[src/rtl/memref_stream_reader.sv]
// -----------------------------------------------------------------------------
// memref_stream_reader
//
// Initiator side of the memref read-port protocol. Issues sequential reads to a
// fixed-latency read responder and re-presents the returned words as a
// valid/ready stream. Issue is credit-based: a request is only made when the
// return FIFO is guaranteed to have room for it, so downstream backpressure
// never loses a word.
//
// Optional feature macro: MEMREF_RD_STRIDE_EN
//   defined   : adds a 'stride' input sampled with t; request k reads
//               (base + k*stride) mod SIZE.
//   undefined : stride is fixed at 1.
//
// Ports:
//   clk            clock, all logic on posedge
//   rst            synchronous active-high reset
//   t              start pulse, only honoured in IDLE
//   base           first address, sampled with t
//   count          number of words (0..SIZE), sampled with t
//   stride         address step, sampled with t (MEMREF_RD_STRIDE_EN only)
//   mem_addr_en    address valid, identical to mem_rd_en
//   mem_addr_data  read address
//   mem_rd_en      read request
//   mem_rd_data    read data, valid RD_LATENCY cycles after mem_rd_en
//   out_valid      stream word valid
//   out_data       stream word (FIFO head)
//   out_last       final word of the transfer
//   out_ready      downstream accept
//   busy           high from start acceptance until done
//   done           one-cycle pulse after the last word is accepted
//
// States:
//   IDLE  | waiting for t
//   RUN   | issuing reads while credit is available
//   DRAIN | all reads issued, waiting for the last word to be accepted
// -----------------------------------------------------------------------------
module memref_stream_reader #(
  parameter int WIDTH      = 32,
  parameter int SIZE       = 64,
  parameter int ADDR_W     = 6,
  parameter int RD_LATENCY = 1,
  parameter int BUF_DEPTH  = 4
) (
  input  logic              clk,
  input  logic              rst,
  input  logic              t,
  input  logic [ADDR_W-1:0] base,
  input  logic [ADDR_W:0]   count,
`ifdef MEMREF_RD_STRIDE_EN
  input  logic [ADDR_W-1:0] stride,
`endif
  output logic              mem_addr_en,
  output logic [ADDR_W-1:0] mem_addr_data,
  output logic              mem_rd_en,
  input  logic [WIDTH-1:0]  mem_rd_data,
  output logic              out_valid,
  output logic [WIDTH-1:0]  out_data,
  output logic              out_last,
  input  logic              out_ready,
  output logic              busy,
  output logic              done
);

  localparam int PTR_W = (BUF_DEPTH > 1) ? $clog2(BUF_DEPTH) : 1;
  // wide enough for inflight + occupancy without overflow
  localparam int CNT_W = $clog2(BUF_DEPTH + RD_LATENCY + 1);
  localparam logic [ADDR_W:0]  SIZE_EXT = (ADDR_W+1)'(SIZE);
  localparam logic [CNT_W-1:0] DEPTH_C  = CNT_W'(BUF_DEPTH);
  localparam logic [PTR_W-1:0] PTR_LAST = PTR_W'(BUF_DEPTH - 1);

  typedef enum logic [1:0] {
    IDLE  = 2'd0,
    RUN   = 2'd1,
    DRAIN = 2'd2
  } state_t;

  state_t state_q, state_d;

  logic [ADDR_W-1:0] addr_q;
  logic [ADDR_W:0]   cnt_q;
  logic [ADDR_W:0]   issued_q;
  logic [ADDR_W:0]   accepted_q;
  logic              done_zero_q;
  logic [ADDR_W-1:0] step;

  logic [RD_LATENCY-1:0] tag_q;
  logic [WIDTH-1:0]      buf_mem [BUF_DEPTH];
  logic [PTR_W-1:0]      wr_ptr_q;
  logic [PTR_W-1:0]      rd_ptr_q;
  logic [CNT_W-1:0]      occ_q;
  logic [CNT_W-1:0]      inflight;

  logic              issue;
  logic              start;
  logic              start_zero;
  logic              finish;
  logic              credit_ok;
  logic              fifo_empty;
  logic              fifo_full;
  logic              push;
  logic              pop;
  logic [ADDR_W:0]   addr_sum;
  logic [ADDR_W-1:0] addr_next;
  logic [ADDR_W:0]   last_idx;

`ifdef MEMREF_RD_STRIDE_EN
  logic [ADDR_W-1:0] stride_q;

  always_ff @(posedge clk) begin
    if (rst) begin
      stride_q <= '0;
    end else if (start) begin
      stride_q <= stride;
    end
  end

  assign step = stride_q;
`else
  assign step = ADDR_W'(1);
`endif

  // Both operands are below SIZE, so a single conditional subtract wraps.
  assign addr_sum  = {1'b0, addr_q} + {1'b0, step};
  assign addr_next = (addr_sum >= SIZE_EXT) ? ADDR_W'(addr_sum - SIZE_EXT)
                                            : addr_sum[ADDR_W-1:0];

  always_comb begin
    inflight = '0;
    for (int i = 0; i < RD_LATENCY; i++) begin
      inflight = inflight + CNT_W'(tag_q[i]);
    end
  end

  // A tag leaving the shift register this cycle is still counted, and a pop
  // this cycle is not credited, so the check is conservative by design.
  assign credit_ok  = (inflight + occ_q) < DEPTH_C;
  assign fifo_empty = (occ_q == '0);
  assign fifo_full  = (occ_q == DEPTH_C);
  assign push       = tag_q[RD_LATENCY-1];
  assign pop        = out_valid && out_ready;

  always_comb begin
    state_d    = state_q;
    issue      = 1'b0;
    start      = 1'b0;
    start_zero = 1'b0;
    finish     = 1'b0;
    case (state_q)
      IDLE: begin
        if (t) begin
          if (count != '0) begin
            state_d = RUN;
            start   = 1'b1;
          end else begin
            start_zero = 1'b1;
          end
        end
      end
      RUN: begin
        if ((issued_q < cnt_q) && credit_ok) begin
          issue = 1'b1;
        end
        if (issued_q == cnt_q) begin
          state_d = DRAIN;
        end
      end
      DRAIN: begin
        if (accepted_q == cnt_q) begin
          state_d = IDLE;
          finish  = 1'b1;
        end
      end
      default: state_d = IDLE;
    endcase
  end

  always_ff @(posedge clk) begin
    if (rst) begin
      state_q     <= IDLE;
      addr_q      <= '0;
      cnt_q       <= '0;
      issued_q    <= '0;
      accepted_q  <= '0;
      done_zero_q <= 1'b0;
    end else begin
      state_q     <= state_d;
      done_zero_q <= start_zero;
      if (start) begin
        addr_q     <= base;
        cnt_q      <= count;
        issued_q   <= '0;
        accepted_q <= '0;
      end else begin
        if (issue) begin
          addr_q   <= addr_next;
          issued_q <= issued_q + 1'b1;
        end
        if (pop) begin
          accepted_q <= accepted_q + 1'b1;
        end
      end
    end
  end

  function automatic logic [PTR_W-1:0] ptr_inc(input logic [PTR_W-1:0] p);
    return (p == PTR_LAST) ? '0 : p + 1'b1;
  endfunction

  // Read-return tracking and return FIFO.
  always_ff @(posedge clk) begin
    if (rst) begin
      tag_q    <= '0;
      wr_ptr_q <= '0;
      rd_ptr_q <= '0;
      occ_q    <= '0;
      for (int i = 0; i < BUF_DEPTH; i++) begin
        buf_mem[i] <= '0;
      end
    end else begin
      tag_q[0] <= issue;
      for (int i = 1; i < RD_LATENCY; i++) begin
        tag_q[i] <= tag_q[i-1];
      end
      if (push) begin
        buf_mem[wr_ptr_q] <= mem_rd_data;
        wr_ptr_q          <= ptr_inc(wr_ptr_q);
      end
      if (pop) begin
        rd_ptr_q <= ptr_inc(rd_ptr_q);
      end
      case ({push, pop})
        2'b10:   occ_q <= occ_q + 1'b1;
        2'b01:   occ_q <= occ_q - 1'b1;
        default: occ_q <= occ_q;
      endcase
      if (push && !pop) begin
        assert (!fifo_full);
      end
    end
  end

  assign last_idx = cnt_q - (ADDR_W+1)'(1);

  assign mem_rd_en     = issue;
  assign mem_addr_en   = issue;
  assign mem_addr_data = issue ? addr_q : '0;
  assign out_valid     = !fifo_empty;
  assign out_data      = buf_mem[rd_ptr_q];
  assign out_last      = out_valid && (accepted_q == last_idx);
  assign busy          = (state_q == RUN) || ((state_q == DRAIN) && !finish);
  assign done          = finish || done_zero_q;

endmodule

[config.mk]
export PLATFORM = sky130hd
export DESIGN_NAME = memref_stream_reader
export DESIGN_NICKNAME = d
export VERILOG_FILES = /design/src/rtl/memref_stream_reader.sv
export SDC_FILE = /design/constraint.sdc
export NUM_CORES = 1
export LEC_CHECK = 0
export CAP_MARGIN = 25
export CORE_UTILIZATION = 30
export CTS_BUF_LIST = sky130_fd_sc_hd__clkbuf_16
export CTS_CLUSTER_SIZE = 40
export DETAILED_ROUTE_END_ITERATION = 16
export PLACE_DENSITY = 0.53
export SLEW_MARGIN = 20
export SYNTH_ARGS = -nofsm -noshare
export SYNTH_HDL_FRONTEND = slang
export SYNTH_SLANG_ARGS = --single-unit
[constraint.sdc]
create_clock -name clk -period 5.6 [get_ports clk]
set_input_delay 1.12 -clock clk [delete_from_list [all_inputs] [get_ports clk]]
set_output_delay 1.12 -clock clk [all_outputs]
set_load 0.01 [all_outputs]
Word-level counts from Yosys, hierarchy flattened
Memory sizes are Yosys's and may differ from the RTL's. A register that Yosys moved wholly into a read port is not among the register bits.
Cells that the tools add are included.
- RAM bits: 128
- output and inout port bits: 44
- memories kept: 1
- register bits: 38
- memories (name ; words ; width ; read ports ; clocked after Yosys merged registers in ; wr ports ; line ; text):
    buf_mem ; 4 ; 32 ; 1 ; 1 ; 4 ; 88 ; logic [WIDTH-1:0] buf_mem [BUF_DEPTH];
- $lt $le $gt $ge: 3
- reduce and logical (&&, ||, !) cells: 17
- bitwise operators: 2
- add/sub/neg operators: 10
- muxes and demuxes: 30
- equal/unequal tests: 13
- operators by type and width (operator ; count):
    $mux W32 ; 1
    $reduce_or A32 Y1 ; 1
    $mux W6 ; 4
    $eq A7 B7 Y1 ; 3
    $mux W2 ; 9
    $add A7 B1 Y7 const B ; 2
    $mux W1 ; 14
    $eq A2 B2 Y1 const B ; 4
    $ne A2 B2 Y1 const B ; 4
    $add A6 B1 Y7 const B ; 1
    $ge A7 B7 Y1 const B ; 1
    $lt A7 B7 Y1 ; 1
    $reduce_bool A7 Y1 ; 1
    $sub A7 B1 Y7 const B ; 1
    $pmux W2 S3 ; 1
    $pmux W3 S2 ; 1
    $sub A6 B1 Y6 const B ; 1
    $add A2 B1 Y2 const B ; 2
    $eq A2 B1 Y1 const B ; 2
    $logic_and A1 B1 Y1 ; 4
    $reduce_and A4 Y1 ; 1
    $reduce_bool A2 Y1 ; 2
    $add A1 B3 Y3 ; 1
    $add A3 B1 Y3 const B ; 1
    9 further kinds ; 12

Logic depth before layout (Yosys ltp)
Gate-level depths: netlist of the first run.
- word-level depth: 7
- gate-level depth with buffers: 9

Worst setup path after synthesis of the first run
No wires, ideal clock.
- path kind: register to output
- start: register cnt_q[2]
- end: output mem_addr_data[0]
- cell stages (with the launch flop): 9
- path buffers: 1
- data required time: 4480 ps
- path slack: 2565 ps
- arrival: 1915 ps
- cell sequence: dfxtp_1 > clkbuf_1 > inv_1 > ha_1 > a21oi_1 > a21oi_1 > or3_4 > clkinv_1 > and2_1
- longest elaborated chain between the ends: 5
- RTL lines (what ; line ; text):
    from (decl) ; 81 ; logic [ADDR_W:0] cnt_q;
    from (signal assigned) ; 191 ; cnt_q <= count;
    $lt A7 B7 Y1 ; 161 ; if ((issued_q < cnt_q) && credit_ok) begin
    $logic_and A1 B1 Y1 ; 161 ;
    $mux W1 ; 161 ;
    $mux W1 ; 149 ; case (state_q)
    named net mem_addr_en ; 53 ; output logic mem_addr_en,
    $mux W6 ; 247 ; assign mem_addr_data = issue ? addr_q : '0;
    to (decl) ; 54 ; output logic [ADDR_W-1:0] mem_addr_data,
The timed path passes the listed nets, and every way through them passes these cells.

Worst setup path after layout of the first run
- start: register cnt_q[2]
- end: output mem_addr_data[1]
- longest elaborated chain between the ends: 5
- RTL lines (what ; line):
    $lt A7 B7 Y1 ; 161
    $logic_and A1 B1 Y1 ; 161
    $mux W1 ; 161
    $mux W1 ; 149
    $mux W6 ; 247
No other way between the ends.

==> metrics.yaml, run 1 <==
clock_latency_ns: 0.44
r2r_cells: 8
arrival_ns: 3.07
routed_via_density: 4.73
cts_setup_buffers: 0
hold_viol_final: 0
cts-htree-levels: 4
hold_path.class: "reg -> reg"
p_sw_mw: 0.837
antenna_cells: 0
total_leakage_power_nw: 3.41
port_buffers: 92
first_global_vias: 4899
tightestPinTransition_ns: 0.996
synth_cell_type_count: 46
ys.flop_type: "edfxtp_1"
postRouteAntennaNets: 0
wl_per_cell_um: 17.5
setup-tns-final_ns: 0
drive_gt1_frac: 0.133
switching_share: 0.269
regToRegSetupSlack_ns: 3.19
rsz0062_at_grt: "false"
numCtsBuffers: 17
ys_warn_count: 0
ys_ff_latch: 168
relSlewSlack: 0.336
start_kind: "register"
cap_violations: 0
synthArstFlopShare: 0
clkSinkCount: 168
die_area_um2: 26200
end_kind: "primary output"
hold_depth: 2
fmaxAchievable_mhz: 238
drc: 0
yosys.area.top_type: "edfxtp_1"
pwr-share-comb: 0.163
pin_count: 93
timing.final.crit_share: 0.749
finClkSkew_ns: 0.0191
cts_resized: 0
gp_congestion: 0.866
hpwl_um: 10600
initial_core_util: 0.305
synth_cells: 567
fin_util: 0.381
antenna_found_initial: 0
die_h_um: 162
clockBufferDepth: 2
fill_cells: 2409
syn_avg_cell_area_um2: 13.5
cts_tree: "yes"
syn_nets: 631
crit_fanout: 13
first_iter_violations: 321
setup_viol_count_final: 0
clkPwrFrac: 0.368
p_int_mw: 2.27
grt_max_degree: 33
holdBufCountCts: 0
vias: 4732
num_rows: 58
run_status: "complete, no violations"
synthTopCellsByArea: "edfxtp_1, and2_1, dfxtp_1"
slew_viol_final: 0
grt_pass1_wl_um: 27200
syn_area_um2: 7670
cts-root-buf: "clkbuf_16"
power_density_nw_per_um2: 325
area_growth_pct: 24.7
gr-total-overflow: 0
grtUsageTotal: 0.139
synth_top_area_frac: 0.501
pwr-share-seq: 0.469
first_pass_iters: 5
ir_drop_mv: 0.167
path_clk_slew_ns: 0.06
worstPathRequired_ns: 4.48
synth_edf_count: 128
core_region_area_um2: 25100
yosysSeqAreaShare: 0.606
post-route-min-period_ns: 4.19
nets: 721
die_w_um: 162
routed_wl_um: 17500
worstSetupPathType: "reg -> out"
final timing paths:
path	start	endpoint
max	cnt_q[2]$_SDFFE_PP0P_	mem_addr_data[1]
min	rd_ptr_q[1]$_SDFFE_PP0N_	register
max reg2reg	cnt_q[2]$_SDFFE_PP0P_	addr_q[0]$_SDFFE_PP0P_
min reg2reg	rd_ptr_q[1]$_SDFFE_PP0N_	register
power by group through the flow:
stage / Combinational (mW) / Clock [mW] / Sequential, mW
5_1_grt: 0.551 / 1.22 / 1.47
3_5_place_dp: 0.488 / 0 / 1.50
6_report: 0.506 / 1.15 / 1.46
2_1_floorplan: 0.308 / 0 / 1.46
4_1_cts: 0.490 / 1.17 / 1.48
3_3_place_gp: 0.477 / 0 / 1.50
final cells by class:
type                            instances  area (µm²)  share of cell area
Sequential cell                       168        4650               0.486
Clock inverter                         15         160              0.0167
Inverter                               16        60.1             0.00628
Clock buffer                           17         425              0.0445
Timing Repair Buffer                  100        1020               0.107
Multi-Input combinational cell        354        2840               0.297
Tap cell                              330         413              0.0432
cell families (layout without fill, tap and decap cells):
logic type | count (synthesis) | in the layout | share of synthesized area
and+or+nand+nor | 236 | 236 | 0.179
DFF | 168 | 168 | 0.606
muxes | 38 | 38 | 0.102
AOI/OAI and AO/OA | 40 | 40 | 0.0334
xor gates and xnor gates | 25 | 25 | 0.0286
adders and majority gates | 15 | 15 | 0.0255
buffers and inverters | 45 | 148 | 0.0264
per-stage QoR:
step	hold slack [ns]	cells	power [mW]	worst slack (ns)	cell area (µm²)
after global routing	0.497	1000	3.24	1.14	9570
after floorplan	0.454	567	1.76	2.57	7670
after CTS	0.479	999	3.13	1.37	9540
after global placement	0.452	966	1.98	1.97	8920
after detailed placement	0.469	967	1.99	1.83	8950
final	0.478	1000	3.11	1.41	9570
per-layer routing:
metal / track usage / vias to the layer above / share of wire
met5: 0 / - / 0
met4: 0.0360 / 0 / 0.0058
met3: 0.0324 / 9 / 0.051
met2: 0.250 / 127 / 0.51
met1: 0.166 / 2367 / 0.43
li1: - / 2229 / -
cells in the mapped netlist, types with 2 or more instances:
cell / number
nand2_1: 19
nor4_1: 4
o21ai_0: 8
ha_1: 14
a211oi_1: 5
nand2b_1: 3
buf_4: 2
edfxtp_1: 128
mux4_2: 32
mux2i_1: 6
clkbuf_1: 18
dfxtp_1: 40
a311oi_2: 2
or3_1: 6
o211ai_1: 2
nand4_1: 9
or2_2: 3
nor4b_1: 2
inv_1: 14
nor3_1: 5
xnor2_1: 13
and3_1: 2
nor3b_1: 4
buf_2: 3
a21oi_1: 17
buf_6: 3
xor2_1: 12
buf_1: 3
nor2_1: 30
and2_1: 135
nand3_1: 7
a31o_2: 2
cells in the final DEF (no fill, tap or decap), types with 7 or more instances in the layout:
cell type and instances:
a21oi_1 17, and2_1 135, clkbuf_16 17, clkdlybuf4s50_1 92, dfxtp_1 38, edfxtp_1 128
ha_1 14, inv_1 15, mux4_2 32, nand2_1 19, nand3_1 7, nand4_1 9
nor2_1 29, o21ai_0 8, xnor2_1 13, xor2_1 12
state kept, by name, indices dropped and copies added (netlist names), 3 cells and up, named ones only:
name,cells
occ_q,3
buf_mem,128
issued_q,7
accepted_q,7
addr_q,6
cnt_q,7
worst max-delay path, stage by stage (launching register included):
cell and delay (ns):
dfxtp_1 0.47, inv_1 0.08, ha_1 0.33, nand3b_1 0.10, a21oi_1 0.35, or3_4 0.28, clkinv_1 0.29, and2_1 0.27
clkdlybuf4s50_1 0.48
No activity file was read; power rests on OpenSTA's default activity.
==> inputs of run 2 (changes only) <==
PLACE_DENSITY = 0.55   (was 0.53)
clock period = 3.6 ns   (was 5.6 ns; I/O delays follow)
==> run 2 against run 1 <==
  * Worst setup slack got worse by 1.3 ns
  * Worst hold slack better by 0.0061 ns
  * Global-route usage fell by 0.11 points
  * Critical path depth unchanged
  * Combinational power is 63% higher
  * Utilization increased by 0.37 points
  * Die area stayed put
  * Critical endpoint is now mem_addr_data[0]
  * Largest power group unchanged
==> metrics.yaml, run 2 (synthesis results as in run 1) <==
largest_reg_flops: 128
antenna_found_initial: 1
die_h_um: 162
total_leakage_power_nw: 3.47
worstSetupPathType: "reg -> out"
relSlewSlack: 0.500
first_global_vias: 5053
cts-htree-levels: 4
crit_fanout: 10
drc: 0
layout_common_cells: "and2_1, edfxtp_1, clkdlybuf4s50_1, dfxtp_1, mux4_2"
dpl_cell_area_um2: 9050
gr-total-overflow: 0
routed_via_density: 4.71
first_iter_violations: 247
grtUsageTotal: 0.138
fmaxAchievable_mhz: 288
vias: 4749
fin_ws_ns: 0.127
die_w_um: 162
num_rows: 58
end_kind: "primary output"
wl_per_cell_um: 17.0
holdWs_ns: 0.484
clockBufferDepth: 2
power_density_nw_per_um2: 501
finalInstanceArea_um2: 9660
hold_viol_final: 0
grt_pass1_wl_um: 27200
drive_gt1_frac: 0.150
die_area_um2: 26200
gp_congestion: 0.826
cts_tree: "yes"
pin_count: 93
fin_util: 0.385
slew_viol_final: 0
core_region_area_um2: 25100
rsz0062_at_grt: "false"
hold_path.class: "reg -> reg"
finClkSkew_ns: 0.0115
routed_wl_um: 17100
cts-root-buf: "clkbuf_16"
path_clk_slew_ns: 0.07
initial_core_util: 0.305
start_kind: "register"
timing.final.crit_share: 0.965
numCtsBuffers: 17
area_growth_pct: 25.9
port_buffers: 92
run_status: "complete, no violations"
final_common_cell: "and2_1"
nets: 729
holdBufCountCts: 0
clock_latency_ns: 0.43
dp_slack_ns: 0.321
grt_max_degree: 33
crit_buf_inv: 3
slowest_stage: "clkdlybuf4s50_1"
regMostFlops: "buf_mem"
setup_viol_count_final: 0
first_pass_iters: 6
hpwl_um: 11100
ir_drop_mv: 0.205
cp_cell_sequence: "inv_1 -> ha_1 -> a21oi_1 -> o211ai_1 -> or3_4 -> inv_6 -> and2_1 -> clkdlybuf4s50_1"
tightestPinTransition_ns: 0.742
clkSinkCount: 168
path_delay_family: "buffers and inverters"
cap_violations: 0
slowest_delay_ns: 0.53
postRouteAntennaNets: 0
worstPathRequired_ns: 2.88
setup-tns-final_ns: 0
arrival_ns: 2.75
post-route-min-period_ns: 3.47
## run 2: final cells by class
class	count	area [µm²]
Fill cell	2432	15500
Clock buffer	17	425
Sequential cell	168	4650
Tap cell	330	413
Multi-Input combinational cell	354	2850
Timing Repair Buffer	108	1110
Clock inverter	15	151
Inverter	16	65.1
Antenna cell	1	2.50
## run 2: per-layer routing
metal / global-route usage / part of all wire / vias to the layer above
li1: - / - / 2241
met1: 0.162 / 0.43 / 2403
met2: 0.251 / 0.52 / 89
met3: 0.0268 / 0.035 / 16
met4: 0.0429 / 0.011 / 0
met5: 0 / 0 / -
## run 2: power by group
group | switching (mW) | total, mW | internal (mW)
combinational | 0.392 | 0.824 | 0.432
sequential | 0.0611 | 2.25 | 2.18
clock | 0.840 | 1.77 | 0.925
total | 1.29 | 4.84 | 3.54
## run 2: repair_timing
| item | CTS | global route |
|---|---|---|
| setup endpoints to repair | 7 | 7 |
| resized for setup | 2 | 5 |
| pin swaps | 1 | 2 |
| buffers inserted | 2 | 0 |
## run 2: worst paths after layout
check | from | end | slack [ns] | cells past startpoint
min | cnt_q[6]$_SDFFE_PP0P_ | cnt_q[6]$_SDFFE_PP0P_ | 0.48 | 2
min reg2reg | cnt_q[6]$_SDFFE_PP0P_ | cnt_q[6]$_SDFFE_PP0P_ | 0.48 | 2
max | cnt_q[4]$_SDFFE_PP0P_ | mem_addr_data[0] | 0.13 | 8
max reg2reg | occ_q[2]$_SDFFE_PP0P_ | occ_q[2]$_SDFFE_PP0P_ | 1.22 | 9
## run 2: stage by stage
| stage | cells | power [mW] |
|---|---|---|
| finish | 1009 | 4.84 |
| global route | 1008 | 5.04 |
| CTS | 1008 | 4.89 |
| detailed placement | 974 | 3.12 |
| global placement | 974 | 3.10 |
| floorplan | 567 | 2.74 |
## run 2: tightest hold or removal path: cells and delay by family (launching register included)
family | cells | cell delay, ns
flops | 1 | 0.33
compound gates | 1 | 0.05
simple gates | 1 | 0.06
==> inputs of run 3 (changes only) <==
CORE_MARGIN = 10   (was not set)
==> run 3 against run 2 <==
  * Die area increased by 23%
  * Final cell count decreased by 0.20%
  * Clock-buffer cell count unchanged
  * Clock skew increased by 0.0013 ns
  * Global-route usage decreased by 2.5 points
  * Sequential power about the same
  * Cell area decreased by 0.66%
  * Utilization decreased by 0.36 points
  * Total power decreased by 1.6%
  * Sequential share of layout area increased by 0.35 points
  * Critical path type unchanged
==> metrics.yaml, run 3 (synthesis results as in run 1) <==
gp_congestion: 0.825
numCtsBuffers: 17
worstPathRequired_ns: 2.88
grt_max_degree: 33
final_common_cell: "and2_1"
postRouteAntennaNets: 0
gr-total-overflow: 0
clkSinkCount: 168
regMostFlops: "buf_mem"
timing.final.crit_share: 0.962
crit_buf_inv: 3
cap_violations: 0
hold_path.class: "reg -> reg"
pin_count: 93
fmaxAchievable_mhz: 289
cp_cell_sequence: "inv_1 -> ha_1 -> a21oi_1 -> o211ai_1 -> or3_4 -> inv_6 -> and2_1 -> clkdlybuf4s50_1"
placed_cells: 973
die_w_um: 180
pwr-share-comb: 0.169
die_area_um2: 32400
fin_ws_ns: 0.136
setup_viol_count_final: 0
finClkSkew_ns: 0.0128
cts_tree: "yes"
path_delay_family: "buffers and inverters"
core_region_area_um2: 25200
fin_cells: 1007
tightestPinTransition_ns: 0.778
first_global_vias: 5201
antenna_cells: 0
grt_pass1_wl_um: 29000
worstSetupPathType: "reg -> out"
drive_gt1_frac: 0.149
post-route-min-period_ns: 3.46
port_buffers: 92
first_pass_iters: 6
drc: 0
power_density_nw_per_um2: 496
crit_fanout: 10
hpwl_um: 11500
routed_wl_um: 18200
arrival_ns: 2.74
p_int_mw: 3.51
start_kind: "register"
first_iter_violations: 278
ir_drop_mv: 0.242
run_status: "complete, no violations"
pwr-share-seq: 0.476
setup-tns-final_ns: 0
slew_viol_final: 0
fin_util: 0.381
routed_via_density: 4.75
clock_latency_ns: 0.42
wl_per_cell_um: 18.1
slowest_delay_ns: 0.53
cts-htree-levels: 4
dp_slack_ns: 0.288
die_h_um: 180
hold_viol_final: 0
switching_share: 0.263
area_growth_pct: 25.1
path_clk_slew_ns: 0.07
antenna_found_initial: 0
clockBufferDepth: 2
cts-root-buf: "clkbuf_16"
p_sw_mw: 1.25
vias: 4782
relSlewSlack: 0.481
end_kind: "primary output"
largest_reg_flops: 128
num_rows: 58
grtUsageTotal: 0.113
total_leakage_power_nw: 3.51
layout_common_cells: "and2_1, edfxtp_1, clkdlybuf4s50_1, dfxtp_1, mux4_2"
slowest_stage: "clkdlybuf4s50_1"
nets: 729
initial_core_util: 0.305
clkPwrFrac: 0.355
holdWs_ns: 0.492
[run 3: cell count changes in the layout (fill, tap and decap cells not counted), sizes merged]
cell	delta
dlymetal6s2s	+4
inv	-3
clkinv	-1
clkinvlp	+3
clkdlybuf4s50	-4
diode	-1
[run 3: what timing repair did]
item                                    4_1_cts  5_1_grt
setup buffers                                 2        1
endpoints found under the setup margin        7        9
pin swaps                                     1        2
gates resized for setup                       2       10
hold buffers                                  0        0
[run 3: path summary, 6_finish.rpt]
check,startpoint,end,slack [ns],cells after the start
setup / recovery,cnt_q[4]$_SDFFE_PP0P_,mem_addr_data[3],0.14,8
hold / removal,cnt_q[5]$_SDFFE_PP0P_,cnt_q[5]$_SDFFE_PP0P_,0.49,2
setup reg to reg,occ_q[0]$_SDFFE_PP0P_,occ_q[2]$_SDFFE_PP0P_,1.21,9
hold reg to reg,cnt_q[5]$_SDFFE_PP0P_,cnt_q[5]$_SDFFE_PP0P_,0.49,2
[run 3: through the flow]
| step | power (mW) | instance area, µm² |
|---|---|---|
| 6_report | 4.76 | 9590 |
| 5_1_grt | 4.98 | 9590 |
| 4_1_cts | 4.82 | 9560 |
| 3_5_place_dp | 3.12 | 9000 |
| 3_3_place_gp | 3.10 | 9000 |
| 2_1_floorplan | 2.74 | 7670 |
[run 3: area by class of cell]
class / count / area (µm²)
Timing Repair Buffer: 108 / 1080
Fill cell: 2375 / 15600
Sequential cell: 168 / 4650
Multi-Input combinational cell: 354 / 2850
Tap cell: 330 / 413
Inverter: 16 / 65.1
Clock inverter: 14 / 115
Clock buffer: 17 / 425
[run 3: power by group through the flow]
stage | Sequential, mW | Combinational (mW) | Clock, mW
after detailed placement | 2.31 | 0.811 | 0
after global routing | 2.28 | 0.880 | 1.82
final | 2.27 | 0.805 | 1.69
after floorplan | 2.26 | 0.479 | 0
after CTS | 2.27 | 0.821 | 1.73
after global placement | 2.30 | 0.794 | 0
[run 3: per-layer routing]
metal	track usage	up-vias	routed length [µm]
li1	-	2242	-
met1	0.135	2421	8130
met2	0.196	109	9100
met3	0.0301	10	889
met4	0.0308	0	104
met5	0	-	0
[run 3: worst register-to-register path, stage by stage (launching register included)]
cell     delay, ns
dfxtp_1       0.40
or3_1         0.24
nand2_1       0.21
inv_2         0.19
ha_1          0.23
inv_1         0.07
fa_1          0.37
xor2_1        0.17
or3_1         0.32
a21oi_1       0.14
